===== src/rtl/fib_pkg.sv =====
// Shared constants, FSM state type, result payload and digit-adjust helper
// for the Fibonacci binary-to-BCD converter.
package fib_pkg;

  localparam int unsigned FIB_WIDTH      = 32;
  localparam int unsigned FIB_BCD_DIGITS = 10;

  typedef enum logic [1:0] {
    IDLE  = 2'd0,
    SHIFT = 2'd1,
    DONE  = 2'd2
  } fib_state_e;

  typedef struct packed {
    logic [4*FIB_BCD_DIGITS-1:0] bcd;
    logic [3:0]                  num_digits;
  } fib_bcd_result_t;

  // Low three bits of the double-dabble add-3; bit 3 of that sum is just (d >= 5).
  function automatic logic [2:0] add3_lo(input logic [3:0] d);
    return (d >= 4'd5) ? 3'(d + 4'd3) : d[2:0];
  endfunction

endpackage


===== src/rtl/fib_bcd_conv_if.sv =====
// Handshake bundle between a binary producer, the BCD converter and the result consumer.
interface fib_bcd_conv_if
  import fib_pkg::*;
#(
  parameter int unsigned WIDTH  = FIB_WIDTH,
  parameter int unsigned DIGITS = FIB_BCD_DIGITS
) ();

  logic                  in_valid;
  logic                  in_ready;
  logic [WIDTH-1:0]      bin;
  logic                  out_valid;
  logic                  out_ready;
  logic [4*DIGITS-1:0]   bcd;
  logic [3:0]            num_digits;

  modport master (
    output in_valid, bin, out_ready,
    input  in_ready, out_valid, bcd, num_digits
  );

  modport slave (
    input  in_valid, bin, out_ready,
    output in_ready, out_valid, bcd, num_digits
  );

endinterface


===== src/rtl/fib_bcd_dabble_step.sv =====
// One combinational double-dabble step: add 3 to every BCD digit >= 5,
// then shift {acc, bin} left by one bit.
module fib_bcd_dabble_step
  import fib_pkg::*;
#(
  parameter int unsigned WIDTH  = FIB_WIDTH,
  parameter int unsigned DIGITS = FIB_BCD_DIGITS
) (
  input  logic [4*DIGITS-1:0] acc,
  input  logic [WIDTH-1:0]    bin,
  output logic [4*DIGITS-1:0] acc_nx,
  output logic [WIDTH-1:0]    bin_nx
);

  // carry[i] is the bit shifted into digit i: the binary MSB for digit 0,
  // otherwise bit 3 of the adjusted digit below. The top digit never reaches 5
  // when 10^DIGITS > 2^WIDTH-1, so its outgoing bit is always zero.
  logic [DIGITS-1:0] carry;

  always_comb begin
    carry    = '0;
    acc_nx   = '0;
    carry[0] = bin[WIDTH-1];
    for (int unsigned i = 1; i < DIGITS; i++) begin
      carry[i] = (acc[4*(i-1) +: 4] >= 4'd5);
    end
    for (int unsigned i = 0; i < DIGITS; i++) begin
      acc_nx[4*i +: 4] = {add3_lo(acc[4*i +: 4]), carry[i]};
    end
  end

  assign bin_nx = {bin[WIDTH-2:0], 1'b0};

endmodule


===== src/rtl/fib_bcd_conv.sv =====
// Sequential binary-to-BCD converter (double dabble, one bit per clock) for the Fibonacci output.
// Define FIB_BCD_DIGITS_EN to compute num_digits; otherwise num_digits is driven to zero.
module fib_bcd_conv
  import fib_pkg::*;
#(
  parameter int unsigned WIDTH  = FIB_WIDTH,
  parameter int unsigned DIGITS = FIB_BCD_DIGITS
) (
  input  logic          clk,
  input  logic          rst_n,
  fib_bcd_conv_if.slave io
);

  localparam int unsigned BCD_W = 4 * DIGITS;
  localparam int unsigned CNT_W = $clog2(WIDTH + 1);

  fib_state_e       state;
  fib_state_e       state_nx;
  logic [CNT_W-1:0] cnt;
  logic [BCD_W-1:0] acc;
  logic [BCD_W-1:0] acc_nx;
  logic [BCD_W-1:0] bcd_q;
  logic [WIDTH-1:0] sh;
  logic [WIDTH-1:0] sh_nx;
  logic             in_ready_q;
  logic             out_valid_q;
  logic             do_load;
  logic             do_step;
  logic             do_done;

  fib_bcd_dabble_step #(
    .WIDTH  (WIDTH),
    .DIGITS (DIGITS)
  ) u_step (
    .acc    (acc),
    .bin    (sh),
    .acc_nx (acc_nx),
    .bin_nx (sh_nx)
  );

  // State register
  always_ff @(posedge clk or negedge rst_n) begin
    if (!rst_n) begin
      state <= IDLE;
    end else begin
      state <= state_nx;
    end
  end

  // Next state; SHIFT lingers one cycle at cnt==0 to publish the result
  always_comb begin
    state_nx = state;
    do_load  = 1'b0;
    do_step  = 1'b0;
    do_done  = 1'b0;
    case (state)
      IDLE: begin
        if (io.in_valid && in_ready_q) begin
          do_load  = 1'b1;
          state_nx = SHIFT;
        end
      end
      SHIFT: begin
        if (cnt != '0) begin
          do_step = 1'b1;
        end else begin
          do_done  = 1'b1;
          state_nx = DONE;
        end
      end
      DONE: begin
        if (io.out_ready) begin
          state_nx = IDLE;
        end
      end
      default: state_nx = IDLE;
    endcase
  end

  // Datapath and registered handshake outputs
  always_ff @(posedge clk or negedge rst_n) begin
    if (!rst_n) begin
      cnt         <= '0;
      acc         <= '0;
      sh          <= '0;
      bcd_q       <= '0;
      in_ready_q  <= 1'b1;
      out_valid_q <= 1'b0;
    end else begin
      in_ready_q  <= (state_nx == IDLE);
      out_valid_q <= (state_nx == DONE);
      if (do_load) begin
        sh  <= io.bin;
        acc <= '0;
        cnt <= CNT_W'(WIDTH);
      end else if (do_step) begin
        sh  <= sh_nx;
        acc <= acc_nx;
        cnt <= cnt - CNT_W'(1);
      end
      if (do_done) begin
        bcd_q <= acc;
      end
    end
  end

  assign io.in_ready  = in_ready_q;
  assign io.out_valid = out_valid_q;
  assign io.bcd       = bcd_q;

`ifdef FIB_BCD_DIGITS_EN
  logic [3:0] nd_c;
  logic [3:0] nd_q;

  // Highest nonzero digit index + 1, at least 1 so a zero result reads as one digit
  always_comb begin
    nd_c = 4'd1;
    for (int unsigned i = 0; i < DIGITS; i++) begin
      if (acc[4*i +: 4] != 4'd0) begin
        nd_c = 4'(i + 1);
      end
    end
  end

  always_ff @(posedge clk or negedge rst_n) begin
    if (!rst_n) begin
      nd_q <= 4'd0;
    end else if (do_done) begin
      nd_q <= nd_c;
    end
  end

  assign io.num_digits = nd_q;
`else
  assign io.num_digits = 4'd0;
`endif

endmodule


===== src/flat_wrapper.sv =====
// flat-port wrapper written by rule: the top's interface ports become plain ports
module fib_bcd_conv_flat import fib_pkg::*;
#(
  parameter int unsigned WIDTH  = FIB_WIDTH,
  parameter int unsigned DIGITS = FIB_BCD_DIGITS
)
  (clk, rst_n, io_in_valid, io_bin, io_out_ready, io_in_ready, io_out_valid, io_bcd, io_num_digits);
  fib_bcd_conv_if #(.WIDTH(WIDTH), .DIGITS(DIGITS)) io_i ();
  input  logic clk;
  input  logic rst_n;
  input wire logic [$bits(io_i.in_valid)-1:0] io_in_valid;
  input wire logic [$bits(io_i.bin)-1:0] io_bin;
  input wire logic [$bits(io_i.out_ready)-1:0] io_out_ready;
  output wire logic [$bits(io_i.in_ready)-1:0] io_in_ready;
  output wire logic [$bits(io_i.out_valid)-1:0] io_out_valid;
  output wire logic [$bits(io_i.bcd)-1:0] io_bcd;
  output wire logic [$bits(io_i.num_digits)-1:0] io_num_digits;
  assign io_i.in_valid = io_in_valid;
  assign io_i.bin = io_bin;
  assign io_i.out_ready = io_out_ready;
  assign io_in_ready = io_i.in_ready;
  assign io_out_valid = io_i.out_valid;
  assign io_bcd = io_i.bcd;
  assign io_num_digits = io_i.num_digits;
  fib_bcd_conv #(.WIDTH(WIDTH), .DIGITS(DIGITS)) u_core (.clk(clk), .rst_n(rst_n), .io(io_i));
endmodule

===== config.mk =====
export PLATFORM = sky130hd
export DESIGN_NAME = fib_bcd_conv_flat
export DESIGN_NICKNAME = d
export VERILOG_FILES = /design/src/rtl/fib_pkg.sv /design/src/rtl/fib_bcd_conv_if.sv /design/src/rtl/fib_bcd_dabble_step.sv /design/src/rtl/fib_bcd_conv.sv /design/src/flat_wrapper.sv
export SDC_FILE = /design/constraint.sdc
export NUM_CORES = 1
export LEC_CHECK = 0
export ABC_AREA = 0
export CAP_MARGIN = 10
export CORE_UTILIZATION = 48
export DETAILED_ROUTE_END_ITERATION = 6
export PLACE_DENSITY = 0.71
export SYNTH_ARGS = -nofsm -noshare
export SYNTH_HDL_FRONTEND = slang
export SYNTH_HIERARCHICAL = 1
export SYNTH_SLANG_ARGS = --single-unit
export TNS_END_PERCENT = 100

===== constraint.sdc =====
create_clock -name clk -period 2.4 [get_ports clk]
set_clock_uncertainty 0.2 [all_clocks]
set_input_delay 0.48 -clock clk [delete_from_list [all_inputs] [get_ports clk]]
set_output_delay 0.48 -clock clk [all_outputs]
set_load 0.01 [all_outputs]

==> results of run 1 <==
## worst register-to-register path, cell delays in order (launching register included)
cell	delay (ns)
dfrtp_1	0.37
inv_1	0.09
ha_1	0.23
nand2b_4	0.09
and4bb_2	0.38
buf_12	0.22
mux2_1	0.34
## cells in the mapped netlist (3+ instances only)
master	instances
dfrtp_1	121
nand2_1	115
nor2_1	76
buf_4	43
nand3_1	41
mux2_4	38
o22ai_1	32
inv_1	31
ha_1	21
buf_2	17
mux2i_1	14
a21oi_2	10
nand2b_1	10
xnor2_1	10
buf_12	4
nor3_1	3
## cell families (layout without fill, tap and decap cells)
kind of cell | Yosys count | count (layout) | synth area share
compound gates | 51 | 51 | 0.0602
simple gates | 254 | 254 | 0.174
flops | 122 | 122 | 0.490
other cells | 2 | 5 | 0.00121
xor+xnor | 10 | 10 | 0.0141
buf+inv | 98 | 154 | 0.100
fa+ha+maj | 21 | 21 | 0.0422
mux | 54 | 54 | 0.118
## metrics by stage
step	std cells	instance area, µm²	utilization	setup slack, ns	hold slack, ns
2_1_floorplan	615	6240	-	0.501	-0.0156
4_1_cts	843	7570	0.600	0.172	0.293
3_5_place_dp	810	6930	0.549	0.340	0.243
6_report	843	7570	0.600	0.192	0.286
5_1_grt	843	7570	0.600	0.160	0.316
3_3_place_gp	810	6930	0.549	0.391	0.238
## final cells by class
type | count | area, µm²
clock buffers | 25 | 485
repair buffers | 91 | 963
fillers | 1068 | 5050
multi-input cells | 395 | 2590
inverters | 31 | 116
well taps | 172 | 215
flip-flops and latches | 122 | 3050
clock inverters | 7 | 138
## state kept, by name (all words and copies together), names as in the netlist
name,count
u_core/cnt,6
u_core/io.in_ready,1
u_core/state,2
u_core/io.out_valid,1
u_core/acc,40
u_core/io.bcd,40
u_core/sh,32
## metal layers
layer,wire length [µm],share of wire
met1,5350,0.46
met2,5560,0.48
met3,494,0.042
met4,222,0.019
met5,0,0
## cell usage in the layout (no fill, tap or decap), types with 14 or more instances in the layout
| cell | n |
|---|---|
| mux2i_1 | 14 |
| dfrtp_1 | 121 |
| nor2_1 | 76 |
| mux2_4 | 38 |
| ha_1 | 21 |
| clkdlybuf4s50_1 | 76 |
| inv_1 | 31 |
| clkbuf_16 | 17 |
| nand3_1 | 41 |
| o22ai_1 | 32 |
| nand2_1 | 115 |
## worst max-delay path by stage
stage / startpoint / to / slack (ns) / cells past startpoint
after global placement: u_core/cnt[0] / u_core/io.bcd[39] / 0.39 / 6
after detailed placement: u_core/cnt[0] / u_core/sh[17] / 0.34 / 7
after global routing: u_core/io.in_ready / io_in_ready / 0.16 / 1
final: u_core/io.in_ready / io_in_ready / 0.19 / 1
after CTS: u_core/io.in_ready / io_in_ready / 0.17 / 1
after floorplan: u_core/cnt[0] / u_core/io.bcd[10] / 0.50 / 7
## power by group
part           leakage (µW)  internal, µW  switching [µW]
sequential          0.00153          2380             368
combinational       0.00183           723             833
clock              0.000301          1820             879
## repair_timing
item                                   4_1_cts  5_1_grt
hold buffers                                 1        0
setup endpoints to repair                    0        0
resized for setup                            0        0
endpoints found under the hold margin       25        0
==> metrics.md, run 1 <==
| Metric | Value |
|---|---|
| Status | finished, final reports clean |
| Critical R2R Capture | u_core/io.bcd[0] |
| Final nets | 715 |
| Post-layout min period | 2.21 ns |
| Pwr Total | 7000 µW |
| Synth-to-Final Area Change | 21.4% |
| First-pass GRT wire length | 19.6 mm |
| CP max stage delay | 0.56 ns |
| Yosys cell types | 37 |
| ANT cells | 0 |
| Layout cells sized above 1 | 0.146 |
| Initial Utilization | 0.494 |
| RSZ-0062 raised after global routing | false |
| Die Span Y | 116 µm |
| Met2 GRT Util | 0.318 |
| Worst Hold Depth | 1 |
| CTS tree | built |
| Chip Width | 116 µm |
| Number of top-level pins | 82 |
| GRT Total Usage | 0.192 |
| Worst skew pair latency | 0.42 ns |
| Setup Buffers After CTS | 0 |
| Number of buffers created by CTS | 17 |
| Total grt overflow | 0 |
| Met1 Use GR | 0.233 |
| Met3 usage | 0.0539 |
| Setup CP Type | reg -> out |
| Setup TNS | 0 ns |
| Clk root buf | clkbuf_16 |
| CP bufs+invs | 1 |
| Final Slew Violations | 0 |
| Hold Path End | u_core/io.bcd[39] |
| Pleak | 0.00365 µW |
| R2r setup slk | 0.37 ns |
| Flops & latches, synth | 122 |
| Area leader, netlist | dfrtp_1 |
| Final GP Congestion | 0.754 |
| Critical Path Fanout Max | 3 |
| Post-synth ARST share | 1.00 |
| Vias | 4189 |
| CP max-delay cell | dfstp_2 |
| CTS max path bufs | 2 |
| Core Area | 12600 µm² |
| Setup crit start kind | register |
| CP Cell Sequence | clkdlybuf4s50_1 |
| Syn. warnings | 6 |
| Synth area leaders | dfrtp_1, mux2_4, nand2_1 |
| Critical Path Sink Type | output port |
| Cells on worst reg2reg path | 6 |
| Setup violators final | 0 |
| Largest net degree at the start of global routing | 41 |
| First-pass iteration count of the detailed router | 4 |
| Final Hold Viols | 0 |
| Seq/Total Area, Yosys | 0.490 |
| Post-DP HPWL | 7.68 mm |
| CTS Sinks | 122 |
| DR DRC count | 0 |
| Ys flop type | dfrtp_1 |
| Final period utilization | 0.920 |
| Initial DRC Count | 160 |
| Die outline area | 13400 µm² |
| Power Dens Cells | 925 nW/µm² |
| Max Clock Freq | 453 MHz |
| Busiest layer in global routing | met2 |
| # rows | 41 |
| Post-Synthesis Cell Area | 6230 µm² |
| DR WL/cell | 13.8 µm |
| Hold Startpoint | u_core/io.bcd[39] |
| Syn avg cell area | 10.2 µm² |
| Max-cap viol count | 0 |
| Initial antenna violation count | 0 |
| CP top delay family | flip-flops |
| Via/cell ratio | 4.97 |
| H-tree Lvls | 4 |
| Antenna Violating Nets Remaining | 0 |
| Number of global-route vias before repair | 4175 |
| Post-synth EDFFs | 0 |
| Post-synth top area share | 0.486 |
| Syn Inst Count | 612 |
| Worst Path Required | 1.72 ns |
| CTS clk-pin slew, worst paths | 0.05 ns |
| Post-Route WL | 11.6 mm |
| Reg2reg start | u_core/cnt[0] |
| Max IR drop VDD | 537 µV |
| CP arrival | 1.53 ns |
| Port Buf Inserts | 77 |
| Worst hold path type | reg -> reg |
No activity file was read; power rests on OpenSTA's default activity.
==> run 2: changes to the inputs <==
clock period = 2.2 ns   (was 2.4 ns; I/O delays follow)
==> run 2 against run 1 <==
  * Critical path depth increased by 5
  * Via count increased by 1.5%
  * Final area increased by 0.36%
  * Critical path type is now reg -> reg
  * Clock power increased by 10%
  * Register-to-register slack got worse by 0.27 ns
  * Sequential share of layout area decreased by 0.15 points
  * Wire length decreased by 0.33%
  * Largest cell class unchanged
==> metrics.md, run 2 (synthesized netlist as in run 1, its figures left out) <==
| Metric | Value |
|---|---|
| Wire length on met3 | 585 µm (+18%) |
| Worst skew pair latency | 0.42 ns (about the same) |
| CTS max path bufs | 2 (unchanged) |
| Max-cap viol count | 0 (unchanged) |
| # rows | 41 (unchanged) |
| Vias | 4253 (+1.5%) |
| DR DRC count | 0 (unchanged) |
| Post-layout min period | 2.10 ns |
| Number of buffers created by CTS | 17 (unchanged) |
| First-pass GRT wire length | 19.5 mm (-0.60%) |
| Critical path depth in cells | 6 (+5) |
| Critical Path Fanout Max | 27 (+24) |
| Synth-to-Final Area Change | 21.9% |
| Chip Width | 116 µm (unchanged) |
| Largest net degree at the start of global routing | 46 (+12%) |
| CP arrival | 2.19 ns (+0.66 ns) |
| Setup CP Type | reg -> reg |
| Clock power frac | 0.388 (+0.003) |
| Switching Share | 0.299 (+0.00236) |
| DR WL/cell | 13.7 µm (-0.68%) |
| CP max-delay cell | dfrtp_1 |
| Final Hold Viols | 0 (unchanged) |
| Core Area | 12600 µm² (unchanged) |
| Port Buf Inserts | 77 (unchanged) |
| M1 WL | 5.22 mm (-2.4%) |
| Flop pwr share | 0.392 (about the same) |
| Clk root buf | clkbuf_16 |
| CP bufs+invs | 2 (+1) |
| Cells on worst reg2reg path | 6 (unchanged) |
| CTS tree | built |
| Antenna Violating Nets Remaining | 0 (unchanged) |
| Setup Buffers After CTS | 0 (unchanged) |
| CTS Sinks | 122 (unchanged) |
| CP Cell Sequence | inv_1 > ha_1 > nand2b_4 > and4bb_2 > buf_12 > mux2_1 |
| Layout cells sized above 1 | 0.156 (+0.00974) |
| Post-Route WL | 11.6 mm (-0.33%) |
| CP top delay family | simple AND/OR/NAND/NOR gates |
| Worst Path Required | 2.29 ns (+0.57 ns) |
| Via/cell ratio | 5.03 (+1.2%) |
| GRT Total Usage | 0.189 (-0.00323) |
| Most common cell after layout, fill and taps aside | dfrtp_1 |
| CTS clk-pin slew, worst paths | 0.06 ns (about the same) |
| Status | finished, final reports clean |
| Final period utilization | 0.952 |
| Critical Path Sink Type | register |
| Sw Pwr | 2290 µW (+10%) |
| Total grt overflow | 0 (unchanged) |
| Worst hold path type | reg -> reg |
| Initial Utilization | 0.494 (unchanged) |
| RSZ-0062 raised after global routing | false |
| Most frequent cells in the layout | dfrtp_1, nand2_1, nor2_1 |
| Pwr Total | 7650 µW (+9.4%) |
| Setup TNS | 0 ns (unchanged) |
| Dpl ws | 0.112 ns (-0.227 ns) |
| R2r setup slk | 0.10 ns (-0.27 ns) |
| Final nets | 718 (+0.42%) |
| Final Slew Violations | 0 (unchanged) |
| First-pass iteration count of the detailed router | 5 (+1) |
| Post-DP HPWL | 7.69 mm (+0.11%) |
| Pleak | 0.00367 µW (+0.48%) |
| Max Clock Freq | 477 MHz |
| Top layer in use | met4 |
| ANT cells | 0 (unchanged) |
| Final GP Congestion | 0.736 (-2.3%) |
| CP max stage delay | 0.38 ns (-0.18 ns) |
| Slew @ Worst Pin | 0.561 ns |
| Setup violators final | 0 (unchanged) |
| Die Span Y | 116 µm (unchanged) |
| Comb pwr share | 0.220 (-0.002) |
| Metal2 WL | 5.60 mm (+0.59%) |
| Initial antenna violation count | 0 (unchanged) |
| Number of global-route vias before repair | 4281 (+2.5%) |
| Number of top-level pins | 82 (unchanged) |
| Max IR drop VDD | 481 µV (-10%) |
| Setup crit start kind | register |
| Worst Hold Depth | 1 (unchanged) |
| Worst hold slack | 0.281 ns (-0.00551 ns) |
| Int Power | 5360 µW (+9.0%) |
| Power Dens Cells | 1010 nW/µm² (+9.0%) |
| Worst Slack Setup Final | 0.105 ns (-0.0872 ns) |
| H-tree Lvls | 4 (unchanged) |
| Initial DRC Count | 185 (+16%) |
| Die outline area | 13400 µm² (unchanged) |
| Worst rel slew slack | 0.626 |
run 2: cell types whose count changed in the layout (fill, tap and decap cells not counted):
cell	change
buf_4	+4
clkbuf_1	-4
clkinvlp_4	+4
buf_12	-1
clkdlybuf4s50_1	-1
dlymetal6s2s_1	+1
run 2: metrics by stage:
step                cell area [µm²]  instances   util
finish                         7590        846  0.602
global route                   7590        846  0.602
CTS                            7590        846  0.602
detailed placement             6940        813  0.550
global placement               6940        813  0.550
floorplan                      6240        615      -
run 2: path summary, 6_finish.rpt:
check / startpoint / to
worst min-delay path: u_core/io.bcd[0] / u_core/io.bcd[0]
max in group asynchronous: rst_n / u_core/acc[39]
worst max register to register: u_core/cnt[0] / u_core/io.bcd[39]
worst min register to register: u_core/io.bcd[0] / u_core/io.bcd[0]
worst max-delay path: u_core/cnt[0] / u_core/io.bcd[39]
min in group asynchronous: rst_n / u_core/io.bcd[35]
run 2: power groups by stage:
stage	sequential, µW	combinational, µW	clock (µW)
2_1_floorplan	2910	1380	0
3_3_place_gp	3000	1570	0
3_5_place_dp	3040	1680	0
4_1_cts	3000	1710	3020
5_1_grt	3060	1960	3130
6_report	3000	1680	2970
run 2: worst reg2reg max path, cell delays in order (launching register included):
cell,delay (ns)
dfrtp_1,0.38
inv_1,0.10
ha_1,0.24
nand2b_4,0.09
and4bb_2,0.38
buf_12,0.23
mux2_1,0.36
run 2: cell type report:
cell class | count | area (µm²)
clock buffers | 21 | 470
flip-flops and latches | 122 | 3050
well taps | 172 | 215
multi-input cells | 395 | 2590
fillers | 1069 | 5030
repair buffers | 94 | 976
clock inverters | 11 | 168
inverters | 31 | 116
run 2: layer usage:
metal  up-vias  global-route usage
li1       2077                   -
met1      2056               0.226
met2       104               0.314
met3        16              0.0570
met4         0              0.0829
met5         -                   0
run 2: what timing repair did:
item / 4_1_cts / 5_1_grt
gates resized for setup: 0 / 1
endpoints found under the hold margin: 35 / 0
endpoints found under the setup margin: 0 / 1
hold buffers: 1 / 0
